### src/rtl/vga_stream_sink.sv
// Avalon-ST sink for a 30-bit RGB frame stream: repacks to 24-bit RGB, writes a
// ping-pong row buffer, queues completed rows for a consumer and resyncs on SOP.
module vga_stream_sink #(
    parameter int unsigned WIDTH  = 640,
    parameter int unsigned HEIGHT = 480
) (
    input  logic        clock_vga,
    input  logic        reset_n,
    input  logic [29:0] avalon_streaming_sink_data,
    input  logic        avalon_streaming_sink_startofpacket,
    input  logic        avalon_streaming_sink_endofpacket,
    input  logic        avalon_streaming_sink_valid,
    output logic        avalon_streaming_sink_ready,
    output logic [23:0] wr_data,
    output logic [10:0] wr_address,
    output logic        wr_enable,
    input  logic        row_release,
    output logic [1:0]  rows_full,
    output logic        read_bank,
    output logic [8:0]  row_index,
    output logic        frame_done,
    output logic        sync_error
);

    localparam int unsigned COL_W = 10;
    localparam int unsigned ROW_W = 9;
    localparam logic [COL_W-1:0] COL_LAST = COL_W'(WIDTH - 1);
    localparam logic [ROW_W-1:0] ROW_LAST = ROW_W'(HEIGHT - 1);

    typedef enum logic {
        S_WAIT_SOP = 1'b0,
        S_ACTIVE   = 1'b1
    } state_t;

    state_t             r_state;
    logic [COL_W-1:0]   r_col;
    logic [ROW_W-1:0]   r_row;
    logic               r_wr_bank;

    logic               w_ready;
    logic               w_sop;
    logic               w_eop;
    logic               w_accept;
    logic               w_take;
    logic [COL_W-1:0]   w_col;
    logic [ROW_W-1:0]   w_row;
    logic               w_at_row_end;
    logic               w_at_last;
    logic               w_sop_err;
    logic               w_eop_abort;
    logic               w_row_end;
    logic               w_frame_end;
    logic               w_release;
    logic               w_unused_bits;

    // Ready depends only on registered state so there is no valid->ready path.
    assign w_ready = (r_state == S_WAIT_SOP) || (rows_full != 2'd2);
    assign avalon_streaming_sink_ready = w_ready;

    assign w_sop    = avalon_streaming_sink_startofpacket;
    assign w_eop    = avalon_streaming_sink_endofpacket;
    assign w_accept = avalon_streaming_sink_valid & w_ready;
    assign w_take   = w_accept & (w_sop | (r_state == S_ACTIVE));

    // An SOP beat always lands as pixel 0 of a fresh frame.
    assign w_col        = w_sop ? '0 : r_col;
    assign w_row        = w_sop ? '0 : r_row;
    assign w_at_row_end = (w_col == COL_LAST);
    assign w_at_last    = w_at_row_end && (w_row == ROW_LAST);

    assign w_sop_err   = w_accept & w_sop & (r_state == S_ACTIVE) & ((r_col != '0) | (r_row != '0));
    assign w_eop_abort = w_take & w_eop & ~w_at_last;
    assign w_row_end   = w_take & w_at_row_end & ~w_eop_abort;
    assign w_frame_end = w_take & w_at_last;
    assign w_release   = row_release & (rows_full != 2'd0);

    assign w_unused_bits = ^{avalon_streaming_sink_data[21:20],
                             avalon_streaming_sink_data[11:10],
                             avalon_streaming_sink_data[1:0]};

    always_ff @(posedge clock_vga or negedge reset_n) begin
        if (!reset_n) begin
            r_state    <= S_WAIT_SOP;
            r_col      <= '0;
            r_row      <= '0;
            r_wr_bank  <= 1'b0;
            rows_full  <= 2'd0;
            read_bank  <= 1'b0;
            row_index  <= '0;
            wr_enable  <= 1'b0;
            wr_data    <= '0;
            wr_address <= '0;
            frame_done <= 1'b0;
            sync_error <= 1'b0;
        end else begin
            wr_enable  <= w_take;
            frame_done <= w_frame_end & w_eop;
            sync_error <= w_sop_err | w_eop_abort | (w_frame_end & ~w_eop);

            if (w_take) begin
                wr_data    <= {avalon_streaming_sink_data[29:22],
                               avalon_streaming_sink_data[19:12],
                               avalon_streaming_sink_data[9:2]};
                wr_address <= {r_wr_bank, w_col};

                if (w_eop_abort) begin
                    // Partial row is dropped: bank and queue are left untouched.
                    r_col   <= '0;
                    r_row   <= '0;
                    r_state <= S_WAIT_SOP;
                end else if (w_at_row_end) begin
                    r_col     <= '0;
                    r_wr_bank <= ~r_wr_bank;
                    if (w_frame_end) begin
                        r_row   <= '0;
                        r_state <= S_WAIT_SOP;
                    end else begin
                        r_row   <= w_row + 9'd1;
                        r_state <= S_ACTIVE;
                    end
                end else begin
                    r_col   <= w_col + 10'd1;
                    r_row   <= w_row;
                    r_state <= S_ACTIVE;
                end
            end

            rows_full <= rows_full + 2'(w_row_end) - 2'(w_release);
            if (w_release) begin
                read_bank <= ~read_bank;
                row_index <= (row_index == ROW_LAST) ? '0 : row_index + 9'd1;
            end
        end
    end

endmodule

### config.mk
export PLATFORM = sky130hd
export DESIGN_NAME = vga_stream_sink
export DESIGN_NICKNAME = d
export VERILOG_FILES = /design/src/rtl/vga_stream_sink.sv
export SDC_FILE = /design/constraint.sdc
export NUM_CORES = 1
export LEC_CHECK = 0
export BUFFER_PORTS_ARGS = -buffer_cell sky130_fd_sc_hd__buf_2
export CAP_MARGIN = 15
export CORE_AREA = 2 2 119 121
export CTS_BUF_LIST = sky130_fd_sc_hd__clkbuf_8
export DETAILED_ROUTE_END_ITERATION = 8
export DIE_AREA = 0 0 121 123
export SLEW_MARGIN = 20
export SYNTH_ARGS = -nofsm -noshare
export SYNTH_HDL_FRONTEND = slang
export SYNTH_SLANG_ARGS = --single-unit
### constraint.sdc
create_clock -name clock_vga -period 2.7 [get_ports clock_vga]
set_input_delay 0.405 -clock clock_vga [delete_from_list [all_inputs] [get_ports clock_vga]]
set_output_delay 0.405 -clock clock_vga [all_outputs]
set_load 0.01 [all_outputs]
## Word-level counts from Yosys, hierarchy flattened

Index checks and enable logic that the tools add are counted.

| cells by class | value |
|---|---|
| mux-type cells | 11 |
| add/subtract/negate cells | 5 |
| reduce and logical (&&, ||, !) cells | 6 |
| bitwise gates (word level) | 23 |
| equality and inequality tests | 4 |

Operator list:

| operator | number |
|---|---|
| $mux 9 | 5 |
| $mux 10 | 3 |
| $add 9x1->9 const B | 2 |
| $eq 9x9->1 const B | 2 |
| $and 1x1->1 | 13 |
| $add 10x1->10 const B | 1 |
| $eq 10x10->1 const B | 1 |
| $reduce_bool 10->1 | 1 |
| $reduce_bool 9->1 | 1 |
| $not 1->1 | 6 |
| $or 1x1->1 | 4 |
| $mux 1 | 3 |
| $reduce_and 3->1 | 1 |
| $add 2x1->2 | 1 |
| $ne 2x2->1 const B | 1 |
| $reduce_bool 2->1 | 1 |
| $sub 2x1->2 | 1 |
| $logic_and 1x1->1 | 1 |
| $logic_or 1x1->1 | 1 |

| storage, ports and cells | value |
|---|---|
| bits of input ports | 36 |
| flip-flop bits (word level) | 71 |
| word-level logic and storage cells | 61 |

## Depth between registers and ports, before layout

Gate-level depths: netlist (run 1).

| logic depth | value |
|---|---|
| depth after elaboration | 10 |
| depth in mapped cells | 15 |
| gate-level depth less buffers | 14 |

## Worst setup path before layout (run 1)

OpenSTA, ideal clock, no wires.

| path | value |
|---|---|
| kind | input to register |
| from | input avalon_streaming_sink_startofpacket |
| to | register rows_full[1] |
| slack | -0.296 ns |
| required time | 2.573 ns |
| stages | 14 |
| arrival | 2.869 ns |
| path through | clkbuf_1 clkbuf_1 nor2b_1 ha_1 nand3_1 nor4_4 a21boi_1 nor2_1 inv_1 ha_1 inv_1 ha_1 xnor2_1 xnor2_1 |

| on the way | value |
|---|---|
| longest elaborated chain between the ends | 9 |
| elaborated cells between the ends (all ways) | 15 |
| classes of those cells | add/sub (2); eq/ne (2); mux (2); bitwise (8); reduce/logical (1) |

RTL lines:

| element | line | RTL |
|---|---|---|
| from (decl) | 10 | `input logic avalon_streaming_sink_startofpacket,` |
| $mux 10 * | 66 | `assign w_col = w_sop ? '0 : r_col;` |
| via w_col[1] | 45 | `logic [COL_W-1:0] w_col;` |
| $eq 10x10->1 * | 68 | `assign w_at_row_end = (w_col == COL_LAST);` |
| $logic_and 1x1->1 | 69 | `assign w_at_last = w_at_row_end && (w_row == ROW_LAST);` |
| $not 1->1 | 72 | `assign w_eop_abort = w_take & w_eop & ~w_at_last;` |
| $and 1x1->1 | 72 |  |
| $not 1->1 | 73 | `assign w_row_end = w_take & w_at_row_end & ~w_eop_abort;` |
| $and 1x1->1 * | 73 |  |
| $add 2x1->2 * | 128 | `rows_full <= rows_full + 2'(w_row_end) - 2'(w_release);` |
| $sub 2x1->2 * | 128 |  |
| to (signal assigned) | 128 |  |
| to (decl) | 18 | `output logic [1:0] rows_full,` |

Mark *: on every way through the listed nets, which the timed path passes. The rest lies on a longest branch.
A chain may end at the register's enable or synchronous reset.

## Worst setup path in the final report (run 1)

| path | value |
|---|---|
| from | register r_col[8] |
| to | register rows_full[1] |

| on the way | value |
|---|---|
| longest elaborated chain between the ends | 9 |
| elaborated cells between the ends (all ways) | 10 |
| classes of those cells | add/sub (2); eq/ne (1); mux (1); bitwise (5); reduce/logical (1) |

RTL lines:

| element | line | RTL |
|---|---|---|
| from (decl) | 36 | `logic [COL_W-1:0] r_col;` |
| from (signal assigned) | 122 | `r_col <= w_col + 10'd1;` |
| $mux 10 * | 66 |  |
| $eq 10x10->1 * | 68 |  |
| $logic_and 1x1->1 | 69 |  |
| $not 1->1 | 72 |  |
| $and 1x1->1 | 72 |  |
| $not 1->1 | 73 |  |
| $and 1x1->1 * | 73 |  |
| $add 2x1->2 * | 128 |  |
| $sub 2x1->2 * | 128 |  |

Mark *: on every way between the ends. The rest lies on a longest branch, timed or not.

==> results of run 1 <==
## cells by family (layout without fill, tap and decap cells)
kind of cell	Yosys count	in the layout	synth area share, %
adder cells (fa/ha/maj)	5	5	1.87
AO/OA/AOI/OAI	66	66	12.9
flip-flops	71	71	53.2
buffers and inverters	26	123	3.04
AND/OR/NAND/NOR	184	184	26.3
multiplexers	3	3	0.900
XOR/XNOR	7	7	1.84
## per-layer routing
layer / vias to the layer above / GRT usage [%] / wire length (um) / share of wire, %
li1: 1447 / - / - / -
met1: 1432 / 15.5 / 4000 / 45
met2: 70 / 19.3 / 4210 / 48
met3: 19 / 3.55 / 346 / 3.9
met4: 0 / 6.40 / 243 / 2.8
met5: - / 0 / 0 / 0
## metrics by stage
stage	hold slack (ns)	cells	area, um2	setup WS (ns)	utilization, %
floorplan	0.109	362	3380	0.0147	-
global placement	0.453	624	4080	0.109	30.0
detailed placement	0.459	624	4080	0.0643	30.0
CTS	0.207	639	4270	0.168	31.3
global route	0.207	639	4270	0.0314	31.3
finish	0.166	639	4270	0.193	31.3
## placed cells by master (no fill, tap or decap), types with 9 or more instances in the layout
cell / count
a21oi_1: 9
a22o_1: 11
buf_2: 79
buf_4: 18
clkbuf_8: 9
dfrtp_1: 71
inv_1: 10
nand2_1: 110
nor2_1: 14
o21ai_0: 22
## final timing paths
kind | start | to | slack, ns
worst max-delay path | r_col[8] | rows_full[1] | 0.19
worst min-delay path | reset_n | wr_data[17] | 0.17
worst max register to register | r_col[8] | rows_full[1] | 0.19
worst min register to register | wr_data[3] | wr_data[3] | 0.47
max in group asynchronous | reset_n | wr_data[10] | 1.93
min in group clock_vga | avalon_streaming_sink_data[23] | wr_data[17] | 0.23
## where the power goes
| part | switching (mW) | internal, mW | leakage (nW) |
|---|---|---|---|
| clock network | 0.418 | 0.417 | 0.0871 |
| logic | 0.180 | 0.109 | 1.13 |
| registers | 0.0354 | 1.13 | 0.942 |
## layout make-up
class	instances	area share (%)
Timing Repair Buffer	98	12.9
Multi-Input combinational cell	265	34.9
Clock inverter	6	1.47
Sequential cell	71	41.6
Tap cell	180	5.28
Inverter	10	0.880
Clock buffer	9	2.90
## cells in the mapped netlist (all sizes together) (2+ instances only)
| master | number |
|---|---|
| a21boi | 2 |
| a21o | 2 |
| a21oi | 9 |
| a22o | 11 |
| a31oi | 4 |
| and3 | 8 |
| buf | 2 |
| clkbuf | 14 |
| dfrtp | 71 |
| ha | 5 |
| inv | 10 |
| mux2i | 3 |
| nand2 | 110 |
| nand2b | 2 |
| nand3 | 6 |
| nand4 | 5 |
| nand4b | 4 |
| nor2 | 15 |
| nor2b | 4 |
| nor3 | 8 |
| nor4 | 10 |
| o211ai | 2 |
| o21ai | 25 |
| o31ai | 2 |
| or3 | 2 |
| or4 | 5 |
| xnor2 | 5 |
| xor2 | 2 |
## flip-flops by register name, summed over array words and instances (netlist names)
name        count
wr_data        24
wr_address     11
r_col          10
r_row           9
row_index       9
rows_full       2
frame_done      1
r_state         1
r_wr_bank       1
read_bank       1
sync_error      1
wr_enable       1
## worst register-to-register path: cells and delay by family, from the launching register on
family	cells	cell delay (ns)
and+or+nand+nor	3	0.90
adders and majority gates	2	0.45
DFF	1	0.44
xor gates and xnor gates	2	0.30
buffers and inverters	3	0.30
AOI/OAI and AO/OA	1	0.07
==> results by group, run 1 <==
Cells and area
  – Layout fillers: 1,394
  – Nets@finish: 496
  – Area of the multi-input gates: 1490 um2
  – Register area: 1780 um2
  – Synth-to-Final Area Change: 27.8%
  – Ant. Diodes: 0
  – Ratio of cells with drive above 1 in the final layout: 26.8%

Run status
  – Outcome: finished clean

Timing
  – Fin crit share: 92.9%
  – Clock skew: 0.0114 ns
  – Max Fclk: 399 MHz
  – Final setup vio count: 0
  – Setup TNS: 0 ns
  – Fin crit period: 2.51 ns
  – Unrepaired setup endpoints after global routing: false
  – Worst-Margin Slew: 0.914 ns
  – Max Slew Vio Count: 0
  – Max_slew headroom: 39.1%
  – Final Hold Viols: 0

Global route
  – GRT Util Overall: 12.3%
  – First-pass GRT wire length: 14,200 um
  – Vias in the first global route: 2,834
  – Antenna violations before repair: 0
  – Largest net degree at the start of global routing: 72
  – Gr ovfl total: 0

Clock tree
  – # clock sinks: 71
  – CTS max path bufs: 2
  – Postcts setup bufs: 0
  – TritonCTS clock tree: done
  – Clock-pin slew on the worst setup and hold paths: 0.08 ns
  – CTS resizes: 0
  – CTS H-Tree Depth: 3
  – Total CTS buffers: 9
  – Clk root buf: clkbuf_8
  – Later-pin clock latency in the skew report: 0.36 ns
  – Hold_buf cts: 0

Worst hold path
  – Min-delay worst type: input port to async pin

Synthesis
  – Async SR Flop Fraction: 100%
  – #FFs+latches synth: 71
  – Top FF cell, synth: dfrtp_1
  – Synth top area cells: dfrtp_1 (53%), nand2_1 (12%), o21ai_0 (3.3%), a22o_1 (2.9%), ha_1 (1.9%)
  – Yosys top cell by area: dfrtp_1
  – Post-synthesis sequential area ratio: 53.2%
  – Number of synthesized flops with an enable pin: 0
  – Share of the synthesized area in the top cell type: 53.2%
  – Mapped Cells: 362
  – Area of the mapped netlist: 3340 um2
  – Synthesis Warnings: 0
  – Syn Area/Cell: 9.22 um2
  – Syn nets: 403
  – Library cells used by synthesis: 47

Routing
  – DR DRC count: 0
  – Routed wire length: 8810 um
  – Post-DR vias/cell: 4.64
  – Final antenna-violating net count: 0
  – Routed WL per cell: 13.8 um
  – Drt pass-1 iters: 4
  – 1st-iter DRT viols: 93
  – Vias: 2,968

Floorplan
  – Initial Utilization: 24.5%
  – Ports: 87
  – Die Wd: 121 um
  – Row count: 43
  – Die H: 123 um
  – Core Area: 13,600 um2
  – Die area: 14,900 um2

Job
  – Max cap viols: 0

Placement
  – HPWL Detailed: 6020 um
  – I/O Buffers: 80
  – Gp weighted congestion: 0.838

Critical path
  – Crit path cell chain: or3b_4 > nor4_4 > buf_4 > a21boi_2 > nor2_2 > inv_1 > ha_1 > inv_1 > ha_1 > xnor2_1 > xnor2_1
  – Worst reg2reg path depth: 11
  – Crit path required time: 2.99 ns
  – Max stage delay on crit path: 0.45 ns
  – Number of cells on the critical path: 11
  – Setup crit start kind: flop
  – CP top delay family: simple AND/OR/NAND/NOR gates
  – CP Buf/Inv Count: 3
  – Critical path class: flop to flop
  – Critical-path top delay cell: or3b_4
  – CP arrival: 2.80 ns
  – CP max FO: 6
  – Crit end category: flop

Pwr
  – Leakage: 2.16 nW
  – Overall power: 2.29 mW
  – PwrDens: 536 nW/um2
  – VDD IR max: 0.259 mV
Power figures use the tool's default switching activity.
==> inputs of run 2 (changes only) <==
Settings changed: ABC_CLOCK_PERIOD_IN_PS set to 2700, BUFFER_PORTS_ARGS -buffer_cell sky130_fd_sc_hd__buf_2 to not set, DONT_BUFFER_PORTS set to 1.
==> run 2 against run 1 <==
- sequential share of layout area is 4.3 points higher
- final cell count down 13%
- clock-buffer cell count rose by 1
- clock skew hardly changed
- largest cell class unchanged
==> results by group, run 2 (same netlist as run 1, synthesis figures left out) <==
Global route
  – Met2 Use GR: 19.7% (was 19.3%)
  – GRT Util Overall: 11.9% (was 12.3%)
  – Antenna violations before repair: 0 (unchanged)
  – Gr ovfl total: 0 (unchanged)
  – Vias in the first global route: 2,704 (was 2,834)
  – GR Util met1: 14.5% (was 15.5%)
  – Largest net degree at the start of global routing: 72 (unchanged)
  – Busiest grt layer: met2 (unchanged)
  – First-pass GRT wire length: 13,700 um (was 14,200 um)
  – Global Route met3 Usage: 3.27% (was 3.55%)

Floorplan
  – Die H: 123 um (unchanged)
  – Die Wd: 121 um (unchanged)
  – Row count: 43 (unchanged)
  – Initial Utilization: 24.5% (unchanged)
  – Ports: 87 (unchanged)
  – Core Area: 13,600 um2 (unchanged)
  – Die area: 14,900 um2 (unchanged)

Routing
  – Drt pass-1 iters: 4 (unchanged)
  – Routed WL per cell: 15.5 um (was 13.8 um)
  – Post-DR vias/cell: 4.85 (was 4.64)
  – Final antenna-violating net count: 0 (unchanged)
  – Routed wire length: 8630 um (was 8810 um)
  – Vias: 2,707 (was 2,968)
  – DR DRC count: 0 (unchanged)
  – 1st-iter DRT viols: 146 (was 93)

Timing
  – Unrepaired setup endpoints after global routing: false (unchanged)
  – Worst-Margin Slew: 0.722 ns (was 0.914 ns)
  – Hold_ws: 0.153 ns (was 0.166 ns)
  – Final Hold Viols: 0 (unchanged)
  – Clock skew: 0.0117 ns (was 0.0114 ns)
  – Setup TNS: 0 ns (unchanged)
  – Fin crit period: 2.56 ns (was 2.51 ns)
  – Fin crit share: 95.0% (was 92.9%)
  – Max Slew Vio Count: 0 (unchanged)
  – Max Fclk: 390 MHz (was 399 MHz)
  – Max_slew headroom: 51.4% (was 39.1%)
  – Final setup vio count: 0 (unchanged)

Critical path
  – CP arrival: 2.84 ns (was 2.80 ns)
  – Crit end category: flop (unchanged)
  – Setup crit start kind: flop (unchanged)
  – Reg2Reg Setup Slack: 0.14 ns (was 0.19 ns)
  – Worst reg2reg startpoint: r_col[8] (unchanged)
  – Reg-to-Reg End: rows_full[1] (unchanged)
  – Crit path required time: 2.98 ns (was 2.99 ns)
  – CP top delay family: simple AND/OR/NAND/NOR gates (unchanged)
  – CP max FO: 6 (unchanged)
  – Crit path cell chain: or3b_4 > nor4_4 > nand2_1 > nor2_2 > inv_1 > ha_1 > inv_1 > ha_1 > xnor2_1 > xnor2_1 (was or3b_4 > nor4_4 > buf_4 > a21boi_2 > nor2_2 > inv_1 > ha_1 > inv_1 > ha_1 > xnor2_1 > xnor2_1)
  – Worst reg2reg path depth: 10 (was 11)
  – Max stage delay on crit path: 0.45 ns (about the same)
  – Critical path class: flop to flop (unchanged)
  – Critical-path top delay cell: dfrtp_1 (was or3b_4)
  – CP Buf/Inv Count: 2 (was 3)

Placement
  – HPWL Detailed: 5790 um (was 6020 um)
  – I/O Buffers: 0 (was 80)
  – Gp weighted congestion: 0.882 (was 0.838)

Run status
  – Outcome: finished clean (unchanged)

Clock tree
  – CTS max path bufs: 2 (unchanged)
  – Clock-pin slew on the worst setup and hold paths: 0.08 ns (about the same)
  – Later-pin clock latency in the skew report: 0.35 ns (was 0.36 ns)
  – CTS H-Tree Depth: 3 (unchanged)
  – Clk root buf: clkbuf_8 (unchanged)
  – Total CTS buffers: 9 (unchanged)
  – # clock sinks: 71 (unchanged)
  – TritonCTS clock tree: done (unchanged)

Worst hold path
  – Hold-critical path endpoint: wr_data[9]
  – Worst Hold Depth: 2
  – Hold Crit Start: avalon_streaming_sink_data[13]
  – Min-delay worst type: input port to flop (was input port to async pin)

Pwr
  – Leakage: 1.80 nW (was 2.16 nW)
  – VDD IR max: 0.152 mV (was 0.259 mV)
  – PwrDens: 573 nW/um2 (was 536 nW/um2)

Cells and area
  – Core Util, Final: 28.4% (was 31.3%)
  – Nets@finish: 414 (was 496)
  – Ratio of cells with drive above 1 in the final layout: 10.6% (was 26.8%)
  – Biggest regs: wr_data: 24 flops, wr_address: 11 flops, r_col: 10 flops (unchanged)
  – Most common cell after layout, fill and taps aside: nand2_1 (unchanged)
  – Ant. Diodes: 0 (unchanged)
  – Max reg flops: 24 (unchanged)
  – Commonest non-fill, non-tap cells in the layout: nand2_1 (110), dfrtp_1 (71), o21ai_0 (22) (was nand2_1 (110), buf_2 (79), dfrtp_1 (71))
  – Synth-to-Final Area Change: 15.9% (was 27.8%)
  – Reg with most FFs: wr_data (unchanged)

Job
  – Max cap viols: 0 (unchanged)
## run 2: cell type report
type                    count  area (um2)
clock inverters             6        53.8
multi-input cells         265        1500
fillers                  1429        9740
inverters                  10        37.5
flip-flops and latches     71        1780
clock buffers              10         138
well taps                 180         225
repair buffers             16         143
## run 2: report_power, final
group,switching (mW),internal [mW]
clock network,0.404,0.441
logic,0.115,0.0557
registers,0.0736,1.13
total,0.592,1.62
## run 2: how the worst max path moves through the flow
stage / start / end / slack [ns] / cells after the start
4_1_cts: r_col[8] / rows_full[1] / 0.12 / 10
3_5_place_dp: avalon_streaming_sink_startofpacket / rows_full[1] / 0.12 / 14
5_1_grt: r_col[8] / rows_full[1] / 0.01 / 10
6_report: r_col[8] / rows_full[1] / 0.14 / 10
3_3_place_gp: avalon_streaming_sink_startofpacket / rows_full[1] / 0.16 / 14
2_1_floorplan: avalon_streaming_sink_startofpacket / rows_full[1] / 0.01 / 14
## run 2: layer usage
layer	wire length [um]	part of all wire, %
met5	0	0
met4	199	2.3
met2	4190	49
met3	536	6.2
met1	3700	43
## run 2: stage by stage
stage / cells / cell area (um2) / worst slack (ns) / power [mW]
floorplan: 362 / 3380 / 0.0147 / 1.32
global placement: 539 / 3630 / 0.156 / 1.36
detailed placement: 539 / 3630 / 0.122 / 1.37
CTS: 557 / 3860 / 0.124 / 2.27
global route: 558 / 3870 / 0.0124 / 2.34
finish: 558 / 3870 / 0.136 / 2.22
## run 2: repair_timing
item / 4_1_cts / 5_1_grt
hold endpoints to repair: 71 / 0
setup endpoints to repair: 0 / 1
hold buffers: 2 / 0
gates resized for setup: 0 / 2
buffers inserted: 0 / 1
